--- src/rtl/trace_gen_pkg.sv ---
// Shared definitions for the CPU trace line generator: FSM encoding, ASCII
// punctuation of the trace line format and digit-to-ASCII helpers.
package trace_gen_pkg;

   localparam logic [13:0] TIME_MAX = 14'd9999;

   localparam logic [7:0] CARET  = 8'h5e;
   localparam logic [7:0] AT     = 8'h40;
   localparam logic [7:0] COLON  = 8'h3a;
   localparam logic [7:0] SPACE  = 8'h20;
   localparam logic [7:0] DOLLAR = 8'h24;
   localparam logic [7:0] STAR   = 8'h2a;
   localparam logic [7:0] LT     = 8'h3c;
   localparam logic [7:0] EQ     = 8'h3d;
   localparam logic [7:0] HASH   = 8'h23;

   localparam logic [3:0] ST_IDLE  = 4'd0;
   localparam logic [3:0] ST_CONV  = 4'd1;
   localparam logic [3:0] ST_CARET = 4'd2;
   localparam logic [3:0] ST_TIME  = 4'd3;
   localparam logic [3:0] ST_AT    = 4'd4;
   localparam logic [3:0] ST_PC    = 4'd5;
   localparam logic [3:0] ST_COLON = 4'd6;
   localparam logic [3:0] ST_SP1   = 4'd7;
   localparam logic [3:0] ST_TAG   = 4'd8;
   localparam logic [3:0] ST_FIELD = 4'd9;
   localparam logic [3:0] ST_SP2   = 4'd10;
   localparam logic [3:0] ST_LT    = 4'd11;
   localparam logic [3:0] ST_EQ    = 4'd12;
   localparam logic [3:0] ST_SP3   = 4'd13;
   localparam logic [3:0] ST_DATA  = 4'd14;
   localparam logic [3:0] ST_HASH  = 4'd15;

   typedef enum logic [3:0] {
      S_IDLE  = ST_IDLE,
      S_CONV  = ST_CONV,
      S_CARET = ST_CARET,
      S_TIME  = ST_TIME,
      S_AT    = ST_AT,
      S_PC    = ST_PC,
      S_COLON = ST_COLON,
      S_SP1   = ST_SP1,
      S_TAG   = ST_TAG,
      S_FIELD = ST_FIELD,
      S_SP2   = ST_SP2,
      S_LT    = ST_LT,
      S_EQ    = ST_EQ,
      S_SP3   = ST_SP3,
      S_DATA  = ST_DATA,
      S_HASH  = ST_HASH
   } state_e;

   // Lowercase hex: 'a' - 10 = 8'h57.
   function automatic logic [7:0] hex_ascii(input logic [3:0] nib);
      hex_ascii = (nib < 4'd10) ? (8'h30 + {4'h0, nib}) : (8'h57 + {4'h0, nib});
   endfunction

   function automatic logic [7:0] dec_ascii(input logic [3:0] digit);
      dec_ascii = 8'h30 + {4'h0, digit};
   endfunction

endpackage

--- src/rtl/cpu_trace_gen_if.sv ---
// Event-in / character-out handshake bundle of the trace generator.
interface cpu_trace_gen_if;
   logic        in_valid;
   logic        in_ready;
   logic        in_is_mem;
   logic [13:0] in_time;
   logic [31:0] in_pc;
   logic [4:0]  in_reg;
   logic [31:0] in_addr;
   logic [31:0] in_data;
   logic        out_valid;
   logic [7:0]  out_char;
   logic        out_ready;

   modport master (
      output in_valid, in_is_mem, in_time, in_pc, in_reg, in_addr, in_data, out_ready,
      input  in_ready, out_valid, out_char
   );

   modport slave (
      input  in_valid, in_is_mem, in_time, in_pc, in_reg, in_addr, in_data, out_ready,
      output in_ready, out_valid, out_char
   );
endinterface

--- src/rtl/bin2bcd_seq.sv ---
// Sequential shift-add-3 converter: saturates the 14-bit input to TIME_MAX on
// start, then produces four BCD digits after exactly 14 clock cycles.
module bin2bcd_seq
   import trace_gen_pkg::*;
(
   input  logic        clk,
   input  logic        reset,
   input  logic        i_start,
   input  logic [13:0] i_bin,
   output logic        o_done,
   output logic [15:0] o_bcd
);
   logic [13:0] r_bin;
   logic [15:0] r_bcd;
   logic [3:0]  r_cnt;
   logic [15:0] w_adj;
   logic [13:0] w_sat;

   assign w_sat = (i_bin > TIME_MAX) ? TIME_MAX : i_bin;

   genvar gi;
   generate
      for (gi = 0; gi < 4; gi++) begin : g_adj
         assign w_adj[gi*4 +: 4] = (r_bcd[gi*4 +: 4] >= 4'd5) ?
                                   (r_bcd[gi*4 +: 4] + 4'd3) : r_bcd[gi*4 +: 4];
      end
   endgenerate

   always_ff @(posedge clk or negedge reset) begin
      if (!reset) begin
         r_bin <= '0;
         r_bcd <= '0;
         r_cnt <= '0;
      end else if (i_start) begin
         r_bin <= w_sat;
         r_bcd <= '0;
         r_cnt <= 4'd14;
      end else if (r_cnt != 4'd0) begin
         {r_bcd, r_bin} <= {w_adj[14:0], r_bin, 1'b0};
         r_cnt          <= r_cnt - 4'd1;
      end
   end

   // Flags the cycle whose closing edge performs the final step, so the
   // consumer can use o_bcd on the very next cycle.
   assign o_done = (r_cnt == 4'd1);
   assign o_bcd  = r_bcd;

endmodule

--- src/rtl/cpu_trace_gen.sv ---
// Formats one write-back event into an ASCII trace line, one char per handshake.
// Build option TRACE_GEN_ZERO_PAD_EN: fixed-width zero-padded time/reg fields.
module cpu_trace_gen
   import trace_gen_pkg::*;
(
   input  logic           clk,
   input  logic           reset,
   cpu_trace_gen_if.slave bus
);
   state_e      r_state;
   state_e      w_state_next;
   logic        r_is_mem;
   logic [31:0] r_pc;
   logic [31:0] r_addr;
   logic [31:0] r_data;
   logic [4:0]  r_reg;
   logic [2:0]  r_nib;
   logic [1:0]  r_dig;

   logic        w_accept;
   logic        w_emit;
   logic        w_fire;
   logic        w_conv_done;
   logic [15:0] w_bcd;
   logic [3:0]  w_reg_tens;
   logic [3:0]  w_reg_units;
   logic [1:0]  w_time_msd;
   logic        w_reg_msd;
   logic [31:0] w_nib_src;
   logic [3:0]  w_nib;
   logic [3:0]  w_time_digit;
   logic [7:0]  w_char;

   assign bus.in_ready  = (r_state == S_IDLE);
   assign w_accept      = bus.in_valid && bus.in_ready;
   assign w_emit        = (r_state != S_IDLE) && (r_state != S_CONV);
   assign w_fire        = w_emit && bus.out_ready;
   assign bus.out_valid = w_emit;
   assign bus.out_char  = w_char;

   bin2bcd_seq u_bcd (
      .clk     (clk),
      .reset   (reset),
      .i_start (w_accept),
      .i_bin   (bus.in_time),
      .o_done  (w_conv_done),
      .o_bcd   (w_bcd)
   );

   always_comb begin
      w_reg_tens  = 4'd0;
      w_reg_units = r_reg[3:0];
      if (r_reg >= 5'd30) begin
         w_reg_tens  = 4'd3;
         w_reg_units = 4'(r_reg - 5'd30);
      end else if (r_reg >= 5'd20) begin
         w_reg_tens  = 4'd2;
         w_reg_units = 4'(r_reg - 5'd20);
      end else if (r_reg >= 5'd10) begin
         w_reg_tens  = 4'd1;
         w_reg_units = 4'(r_reg - 5'd10);
      end
   end

`ifdef TRACE_GEN_ZERO_PAD_EN
   assign w_time_msd = 2'd3;
   assign w_reg_msd  = 1'b1;
`else
   // Index of the most significant non-zero digit; 0 still prints one digit.
   assign w_time_msd = (w_bcd[15:12] != 4'd0) ? 2'd3 :
                       (w_bcd[11:8]  != 4'd0) ? 2'd2 :
                       (w_bcd[7:4]   != 4'd0) ? 2'd1 : 2'd0;
   assign w_reg_msd  = (w_reg_tens != 4'd0);
`endif

   assign w_time_digit = w_bcd[{r_dig, 2'b00} +: 4];
   assign w_nib_src    = (r_state == S_PC)    ? r_pc   :
                         (r_state == S_FIELD) ? r_addr : r_data;
   assign w_nib        = w_nib_src[{r_nib, 2'b00} +: 4];

   always_comb begin
      w_char = 8'h00;
      case (r_state)
         S_CARET: w_char = CARET;
         S_TIME:  w_char = dec_ascii(w_time_digit);
         S_AT:    w_char = AT;
         S_PC:    w_char = hex_ascii(w_nib);
         S_COLON: w_char = COLON;
         S_SP1:   w_char = SPACE;
         S_TAG:   w_char = r_is_mem ? STAR : DOLLAR;
         S_FIELD: w_char = r_is_mem ? hex_ascii(w_nib) :
                           dec_ascii(r_dig[0] ? w_reg_tens : w_reg_units);
         S_SP2:   w_char = SPACE;
         S_LT:    w_char = LT;
         S_EQ:    w_char = EQ;
         S_SP3:   w_char = SPACE;
         S_DATA:  w_char = hex_ascii(w_nib);
         S_HASH:  w_char = HASH;
         default: w_char = 8'h00;
      endcase
   end

   always_comb begin
      w_state_next = r_state;
      case (r_state)
         S_IDLE:  if (w_accept)    w_state_next = S_CONV;
         S_CONV:  if (w_conv_done) w_state_next = S_CARET;
         S_CARET: if (w_fire) w_state_next = S_TIME;
         S_TIME:  if (w_fire && r_dig == 2'd0) w_state_next = S_AT;
         S_AT:    if (w_fire) w_state_next = S_PC;
         S_PC:    if (w_fire && r_nib == 3'd0) w_state_next = S_COLON;
         S_COLON: if (w_fire) w_state_next = S_SP1;
         S_SP1:   if (w_fire) w_state_next = S_TAG;
         S_TAG:   if (w_fire) w_state_next = S_FIELD;
         S_FIELD: if (w_fire && (r_is_mem ? (r_nib == 3'd0) : (r_dig == 2'd0)))
                     w_state_next = S_SP2;
         S_SP2:   if (w_fire) w_state_next = S_LT;
         S_LT:    if (w_fire) w_state_next = S_EQ;
         S_EQ:    if (w_fire) w_state_next = S_SP3;
         S_SP3:   if (w_fire) w_state_next = S_DATA;
         S_DATA:  if (w_fire && r_nib == 3'd0) w_state_next = S_HASH;
         S_HASH:  if (w_fire) w_state_next = S_IDLE;
         default: w_state_next = S_IDLE;
      endcase
   end

   // The nibble counter is loaded once per line; each 8-digit field leaves it
   // wrapped back to 7, ready for the next hex field.
   always_ff @(posedge clk or negedge reset) begin
      if (!reset) begin
         r_state  <= S_IDLE;
         r_is_mem <= 1'b0;
         r_pc     <= '0;
         r_addr   <= '0;
         r_data   <= '0;
         r_reg    <= '0;
         r_nib    <= '0;
         r_dig    <= '0;
      end else begin
         r_state <= w_state_next;
         if (w_accept) begin
            r_is_mem <= bus.in_is_mem;
            r_pc     <= bus.in_pc;
            r_addr   <= bus.in_addr;
            r_data   <= bus.in_data;
            r_reg    <= bus.in_reg;
            r_nib    <= 3'd7;
            r_dig    <= 2'd0;
         end else if (w_fire) begin
            case (r_state)
               S_CARET: r_dig <= w_time_msd;
               S_TIME:  r_dig <= r_dig - 2'd1;
               S_TAG:   r_dig <= {1'b0, w_reg_msd};
               S_PC,
               S_DATA:  r_nib <= r_nib - 3'd1;
               S_FIELD: begin
                  if (r_is_mem) r_nib <= r_nib - 3'd1;
                  else          r_dig <= r_dig - 2'd1;
               end
               default: ;
            endcase
         end
      end
   end

endmodule

--- src/flat_wrapper.sv ---
// flat-port wrapper written by rule: the top's interface ports become plain ports
module cpu_trace_gen_flat import trace_gen_pkg::*;
  (clk, reset, bus_in_valid, bus_in_is_mem, bus_in_time, bus_in_pc, bus_in_reg, bus_in_addr, bus_in_data, bus_out_ready, bus_in_ready, bus_out_valid, bus_out_char);
  cpu_trace_gen_if bus_i ();
  input  logic clk;
  input  logic reset;
  input wire logic [$bits(bus_i.in_valid)-1:0] bus_in_valid;
  input wire logic [$bits(bus_i.in_is_mem)-1:0] bus_in_is_mem;
  input wire logic [$bits(bus_i.in_time)-1:0] bus_in_time;
  input wire logic [$bits(bus_i.in_pc)-1:0] bus_in_pc;
  input wire logic [$bits(bus_i.in_reg)-1:0] bus_in_reg;
  input wire logic [$bits(bus_i.in_addr)-1:0] bus_in_addr;
  input wire logic [$bits(bus_i.in_data)-1:0] bus_in_data;
  input wire logic [$bits(bus_i.out_ready)-1:0] bus_out_ready;
  output wire logic [$bits(bus_i.in_ready)-1:0] bus_in_ready;
  output wire logic [$bits(bus_i.out_valid)-1:0] bus_out_valid;
  output wire logic [$bits(bus_i.out_char)-1:0] bus_out_char;
  assign bus_i.in_valid = bus_in_valid;
  assign bus_i.in_is_mem = bus_in_is_mem;
  assign bus_i.in_time = bus_in_time;
  assign bus_i.in_pc = bus_in_pc;
  assign bus_i.in_reg = bus_in_reg;
  assign bus_i.in_addr = bus_in_addr;
  assign bus_i.in_data = bus_in_data;
  assign bus_i.out_ready = bus_out_ready;
  assign bus_in_ready = bus_i.in_ready;
  assign bus_out_valid = bus_i.out_valid;
  assign bus_out_char = bus_i.out_char;
  cpu_trace_gen u_core (.clk(clk), .reset(reset), .bus(bus_i));
endmodule
--- config.mk ---
export PLATFORM = sky130hd
export DESIGN_NAME = cpu_trace_gen_flat
export DESIGN_NICKNAME = d
export VERILOG_FILES = /design/src/rtl/trace_gen_pkg.sv /design/src/rtl/cpu_trace_gen_if.sv /design/src/rtl/bin2bcd_seq.sv /design/src/rtl/cpu_trace_gen.sv /design/src/flat_wrapper.sv
export SDC_FILE = /design/constraint.sdc
export NUM_CORES = 1
export LEC_CHECK = 0
export BUFFER_PORTS_ARGS = -buffer_cell sky130_fd_sc_hd__buf_2
export CAP_MARGIN = 20
export CORE_AREA = 8 8 136 138
export CTS_CLUSTER_SIZE = 40
export DETAILED_ROUTE_END_ITERATION = 10
export DIE_AREA = 0 0 144 146
export MAX_ROUTING_LAYER = met4
export PLACE_DENSITY_LB_ADDON = 0.25
export SYNTH_ARGS = -nofsm -noshare
export SYNTH_HDL_FRONTEND = slang
export SYNTH_SLANG_ARGS = --single-unit
--- constraint.sdc ---
create_clock -name clk -period 3.16 [get_ports clk]
set_input_delay 0.474 -clock clk [delete_from_list [all_inputs] [get_ports clk]]
set_output_delay 0.474 -clock clk [all_outputs]
set_load 0.02 [all_outputs]
==> results of run 1 <==
## per-layer routing
layer,part of all wire,track usage
met1,0.47,0.304
met2,0.46,0.311
met3,0.061,0.0446
met4,0.014,0.0594
met5,0,-
## area by class of cell
| class | instances | share of cell area |
|---|---|---|
| clock buffers | 18 | 0.0439 |
| clock inverters | 14 | 0.0144 |
| inverters | 29 | 0.0109 |
| multi-input cells | 707 | 0.417 |
| flip-flops and latches | 145 | 0.363 |
| well taps | 220 | 0.0275 |
| repair buffers | 191 | 0.124 |
## logic make-up after synthesis
family / count (synthesis)
DFF: 145
buffers and inverters: 88
muxes: 40
adders and majority gates: 26
AOI/OAI and AO/OA: 141
xor gates and xnor gates: 10
and+or+nand+nor: 489
other: 1
## synthesized netlist by cell type (7+ instances only)
master	instances	area (um2)
a211oi_1	9	67.6
a21oi_1	39	195
a31oi_1	16	100
clkbuf_1	44	165
dfrtp_1	145	3630
ha_1	26	325
inv_1	28	105
mux2_2	7	78.8
mux2i_1	12	120
mux4_2	20	450
nand2_1	380	1430
nand2b_1	11	68.8
nand3_1	13	65.1
nor2_1	38	143
nor2b_1	9	56.3
nor3_1	9	45.0
o21ai_0	32	160
xnor2_1	10	87.6
## per-stage QoR
step | std cells | utilization | TNS, ns | area [um2]
after CTS | 1319 | 0.610 | -3.37 | 9930
after global routing | 1324 | 0.614 | -4.24 | 10000
after global placement | 1277 | 0.561 | -1.10 | 9140
after detailed placement | 1277 | 0.561 | -1.51 | 9140
after floorplan | 940 | - | -0.333 | 8070
final | 1324 | 0.614 | -3.53 | 10000
## critical path: stages, from the launching register on
cell     delay [ns]
dfrtp_1        0.39
inv_2          0.09
ha_4           0.12
and3b_2        0.23
mux4_2         0.52
or4_1          0.40
o21ai_1        0.09
a211o_1        0.16
ha_2           0.22
nand3_4        0.09
nor4b_4        0.24
nor4b_2        0.09
a31oi_2        0.22
buf_4          0.19
## timing repair
| item | in CTS | in global routing |
|---|---|---|
| cloned | 0 | 0 |
| endpoints found under the setup margin | 6 | 8 |
| pin swaps | 11 | 6 |
| setup buffers | 11 | 6 |
| gates resized for setup | 34 | 9 |
## worst paths after layout
path | start | endpoint | slack (ns) | cells past startpoint
min in group clk | bus_in_pc[14] | u_core.r_pc[14]$_DFFE_PN0P_ | 0.23 | 3
max reg2reg | u_core.r_state[0]$_DFFE_PN0P_ | u_core.r_state[2]$_DFFE_PN0P_ | 0.21 | 13
min | reset | u_core.u_bcd.r_bin[6]$_DFFE_PN0P_ | 0.04 | 1
max in group asynchronous | reset | u_core.r_pc[17]$_DFFE_PN0P_ | 2.36 | 2
min reg2reg | u_core.r_pc[10]$_DFFE_PN0P_ | u_core.r_pc[10]$_DFFE_PN0P_ | 0.47 | 2
max | u_core.r_state[1]$_DFFE_PN0P_ | bus_out_char[2] | -0.78 | 13
## cells in the final DEF, fill, tap and decap left out, types with 10 or more instances in the layout
cell type	synthesis	layout
nand3_1	13	11
mux4_2	20	20
a31oi_1	16	14
clkbuf_16	0	17
nor2_1	38	38
nand2_1	380	377
buf_2	6	121
inv_1	28	27
ha_1	26	24
nand2b_1	11	11
buf_4	1	54
buf_6	3	10
o21ai_0	32	31
a21oi_1	39	37
mux2i_1	12	12
xnor2_1	10	10
dfrtp_1	145	145
## power by group through the flow
stage	combinational (mW)	clock (mW)	sequential [mW]
finish	5.60	1.99	3.40
global route	6.22	2.09	3.51
floorplan	3.67	0	3.07
global placement	4.86	0	3.40
detailed placement	4.99	0	3.39
CTS	5.42	2.02	3.38
==> reports/qor.yml, run 1 <==
routing:
  drt_iter0_markers: 623
  vias: 7054
  drcViolationCount: 0
  via_per_inst: 5.33
  routedWlPerCell_um: 16.2
  firstDrtPassIters: 5
  drt_wl_total_um: 21400
  antenna_left: 0
clock_network:
  hold_buffers: 0
  path_clk_slew_ns: 0.06
  cts_htree_levels: 4
  clockRootBuffer: "clkbuf_16"
  cts.sinks: 145
  cts_tree: "yes"
  cts_made_buffers: 17
  clkLatencyLatePin_ns: 0.43
  clock_path_buffers: 2
timing:
  worst_slew_pin_slew_ns: 1.00
  finalHoldViolations: 0
  worst_hold_slack_ns: 0.0446
  worst_clock_skew_ns: 0.0104
  period_minus_slack_ns: 3.94
  fin_ws_ns: -0.777
  max_freq_ghz: 0.254
  grt_setup_unrepaired: "yes"
  final-setup-viol-count: 6
  drv_slew: 0
  period_share: 1.25
  maxSlewHeadroom: 0.330
synth:
  synth_mux_area_frac: 0.0824
  synthAdderAreaFrac: 0.0406
  syn-num-nets: 1086
  avgSynthCellArea_um2: 8.53
  ys_seq_elements: 145
  netlist_area_um2: 8020
  yosys.area_share.simple: 0.253
  yosys_warnings: 0
  synth_ff_type: "dfrtp_1"
  ys_types: 63
  synthCells: 940
  synth_edf_count: 0
  synth.yosys.seq_area_share: 0.452
  synth-compound-area-share: 0.113
  synthArstFlopShare: 1.00
  synth_top_family_by_area: "simple AND/OR/NAND/NOR gates"
  synthXorXnorAreaFrac: 0.0109
power:
  p_int_mw: 6.49
  power_frac_comb: 0.509
  ir_worst_vdd_uv: 623
  p_sw_frac: 0.410
  p_leak_nw: 5.08
  p_sw_mw: 4.50
  p_total_mw: 11.0
  power_density_nw_per_um2: 1100
  pwr-share-clk: 0.181
  seqPwrFrac: 0.310
placed_design:
  place_ws_ns: -0.403
  dp_hpwl_um: 15400
  portBuffers: 128
  gp_congestion: 0.959
floorplan:
  io_pins: 130
  initial_utilization: 0.492
  die_y_um: 146
  die_x_um: 144
  core_area_um2: 16300
  dieArea_um2: 21000
  num_rows: 47
grt:
  grt_pass1_vias: 6997
  grt_usage: 0.217
  antenna_found_initial: 0
  grt_max_degree: 72
  grt_pass1_wl_um: 35500
  grt_overflow_total: 0
run_status:
  violations: "setup timing"
  status: "finished, violations left"
hold_path:
  min_path_type: "input port to asynchronous set/reset pin"
setup_path:
  cp.required_ns: 2.69
  arrival_ns: 3.46
  path_class: "flip-flop to output port"
  crit_path_max_fanout: 3
  end_kind: "output port"
  startpoint_type: "flip-flop"
final_layout:
  top_regs: "u_core.r_addr x32, u_core.r_data x32, u_core.r_pc x32"
  multiInputGateArea_um2: 4170
  n_fill_cell: 1423
  diodes: 0
  area_growth_pct: 24.8
  drive_gt1_frac: 0.257
  final_nets: 1237
  seqCellArea_um2: 3630
job:
  cap_viol_max_count: 0
No activity file was read; power rests on OpenSTA's default activity.
==> inputs of run 2 (changes only) <==
CORE_AREA = 8 8 143 132   (was 8 8 136 138)
DIE_AREA = 0 0 151 140   (was 0 0 144 146)
==> reports/qor.yml, run 2 (same netlist as run 1, synthesis figures left out) <==
hold_path:
  min_path_type: "input port to asynchronous set/reset pin"
routing:
  drt_wl_total_um: 21000
  drcViolationCount: 0
  antenna_left: 0
  firstDrtPassIters: 6
  routedWlPerCell_um: 16.0
  vias: 6969
  via_per_inst: 5.31
  drt_iter0_markers: 688
power:
  ir_worst_vdd_uv: 562
  p_leak_nw: 5.04
  power_density_nw_per_um2: 1090
final_layout:
  drive_gt1_frac: 0.252
  final_common_cell: "nand2_1"
  n_fill_cell: 1478
  final_nets: 1234
  area_growth_pct: 24.0
  final_util: 0.605
  diodes: 0
  top_regs: "u_core.r_addr x32, u_core.r_data x32, u_core.r_pc x32"
  layout_common_cells: "nand2_1 (377), dfrtp_1 (145), buf_2 (121)"
  final-instance-count-excl-fill: 1312
clock_network:
  hold_buffers: 0
  path_clk_slew_ns: 0.06
  cts_tree: "yes"
  clock_path_buffers: 2
  cts_made_buffers: 17
  cts.sinks: 145
  clockRootBuffer: "clkbuf_16"
  cts_htree_levels: 4
  clkLatencyLatePin_ns: 0.43
timing:
  finalHoldViolations: 0
  worst_hold_slack_ns: 0.113
  worst_slew_pin_slew_ns: 0.851
  fin_setup_tns_ns: -3.61
  fin_ws_ns: -0.715
  period_minus_slack_ns: 3.87
  maxSlewHeadroom: 0.433
  period_share: 1.23
  worst_clock_skew_ns: 0.0129
  final-setup-viol-count: 6
  grt_setup_unrepaired: "yes"
  max_freq_ghz: 0.258
  drv_slew: 0
grt:
  antenna_found_initial: 0
  grt_pass1_wl_um: 34700
  grt_max_degree: 93
  grt_usage: 0.211
  grt_pass1_vias: 6781
  grt_overflow_total: 0
placed_design:
  portBuffers: 128
  dp_hpwl_um: 15300
  dp.cells: 1267
  gp_congestion: 0.951
setup_path:
  crit_path_max_fanout: 3
  startpoint_type: "flip-flop"
  path_class: "flip-flop to output port"
  end_kind: "output port"
  cp.required_ns: 2.69
  arrival_ns: 3.40
floorplan:
  dieArea_um2: 21100
  core_area_um2: 16400
  die_y_um: 140
  io_pins: 130
  die_x_um: 151
  num_rows: 45
  initial_utilization: 0.488
job:
  cap_viol_max_count: 0
run_status:
  status: "finished, violations left"
  violations: "setup timing"
run 2: path summary, 6_finish.rpt:
kind / start / to / slack (ns) / depth (start not counted)
worst max-delay path: u_core.r_state[1]$_DFFE_PN0P_ / bus_out_char[2] / -0.71 / 13
worst min-delay path: reset / u_core.r_reg[0]$_DFFE_PN0P_ / 0.11 / 1
worst max register to register: u_core.r_state[0]$_DFFE_PN0P_ / u_core.r_state[2]$_DFFE_PN0P_ / 0.38 / 12
worst min register to register: u_core.r_pc[10]$_DFFE_PN0P_ / u_core.r_pc[10]$_DFFE_PN0P_ / 0.47 / 2
max in group asynchronous: reset / u_core.r_addr[8]$_DFFE_PN0P_ / 2.24 / 2
min in group clk: bus_in_pc[6] / u_core.r_pc[6]$_DFFE_PN0P_ / 0.23 / 3
run 2: stage by stage:
stage	setup slack, ns	power, mW	cell area, um2
global placement	-0.341	8.23	9100
detailed placement	-0.405	8.32	9100
global route	-0.863	11.7	9950
CTS	-0.732	10.5	9740
finish	-0.715	10.8	9950
floorplan	-0.216	6.75	8070
run 2: cell type report:
cell class	count	area, um2	share of cell area
tap	211	264	0.0265
multi-input combinational	707	4150	0.418
sequential	145	3630	0.365
clock buffer	20	447	0.0449
timing repair buffer	188	1220	0.123
clock inverter	12	123	0.0123
inverter	29	109	0.0109
run 2: timing repair:
item	4_1_cts	5_1_grt
gates cloned	0	1
buffers inserted	1	11
pin swaps	3	14
gates resized for setup	15	20
setup endpoints to repair	6	6
run 2: critical path: stages, from the launching register on:
cell and delay [ns]:
dfrtp_1 0.38, inv_2 0.08, ha_4 0.13, and3b_2 0.23
mux4_2 0.50, or4_1 0.40, o21ai_1 0.10, a211o_1 0.20
ha_4 0.16, nand3_2 0.09, nor4b_2 0.26, nor4b_2 0.09
a31oi_2 0.18, buf_4 0.17
run 2: metal layers:
layer | part of all wire | track usage | vias up
met5 | 0 | - | -
met4 | 0.010 | 0.0469 | 0
met3 | 0.060 | 0.0509 | 19
met2 | 0.44 | 0.295 | 206
met1 | 0.49 | 0.304 | 3312
li1 | - | - | 3432
run 2: report_power, final:
part,switching (mW),internal (mW)
clock,0.827,1.12
sequential,0.689,2.68
combinational,2.87,2.64
total,4.38,6.45
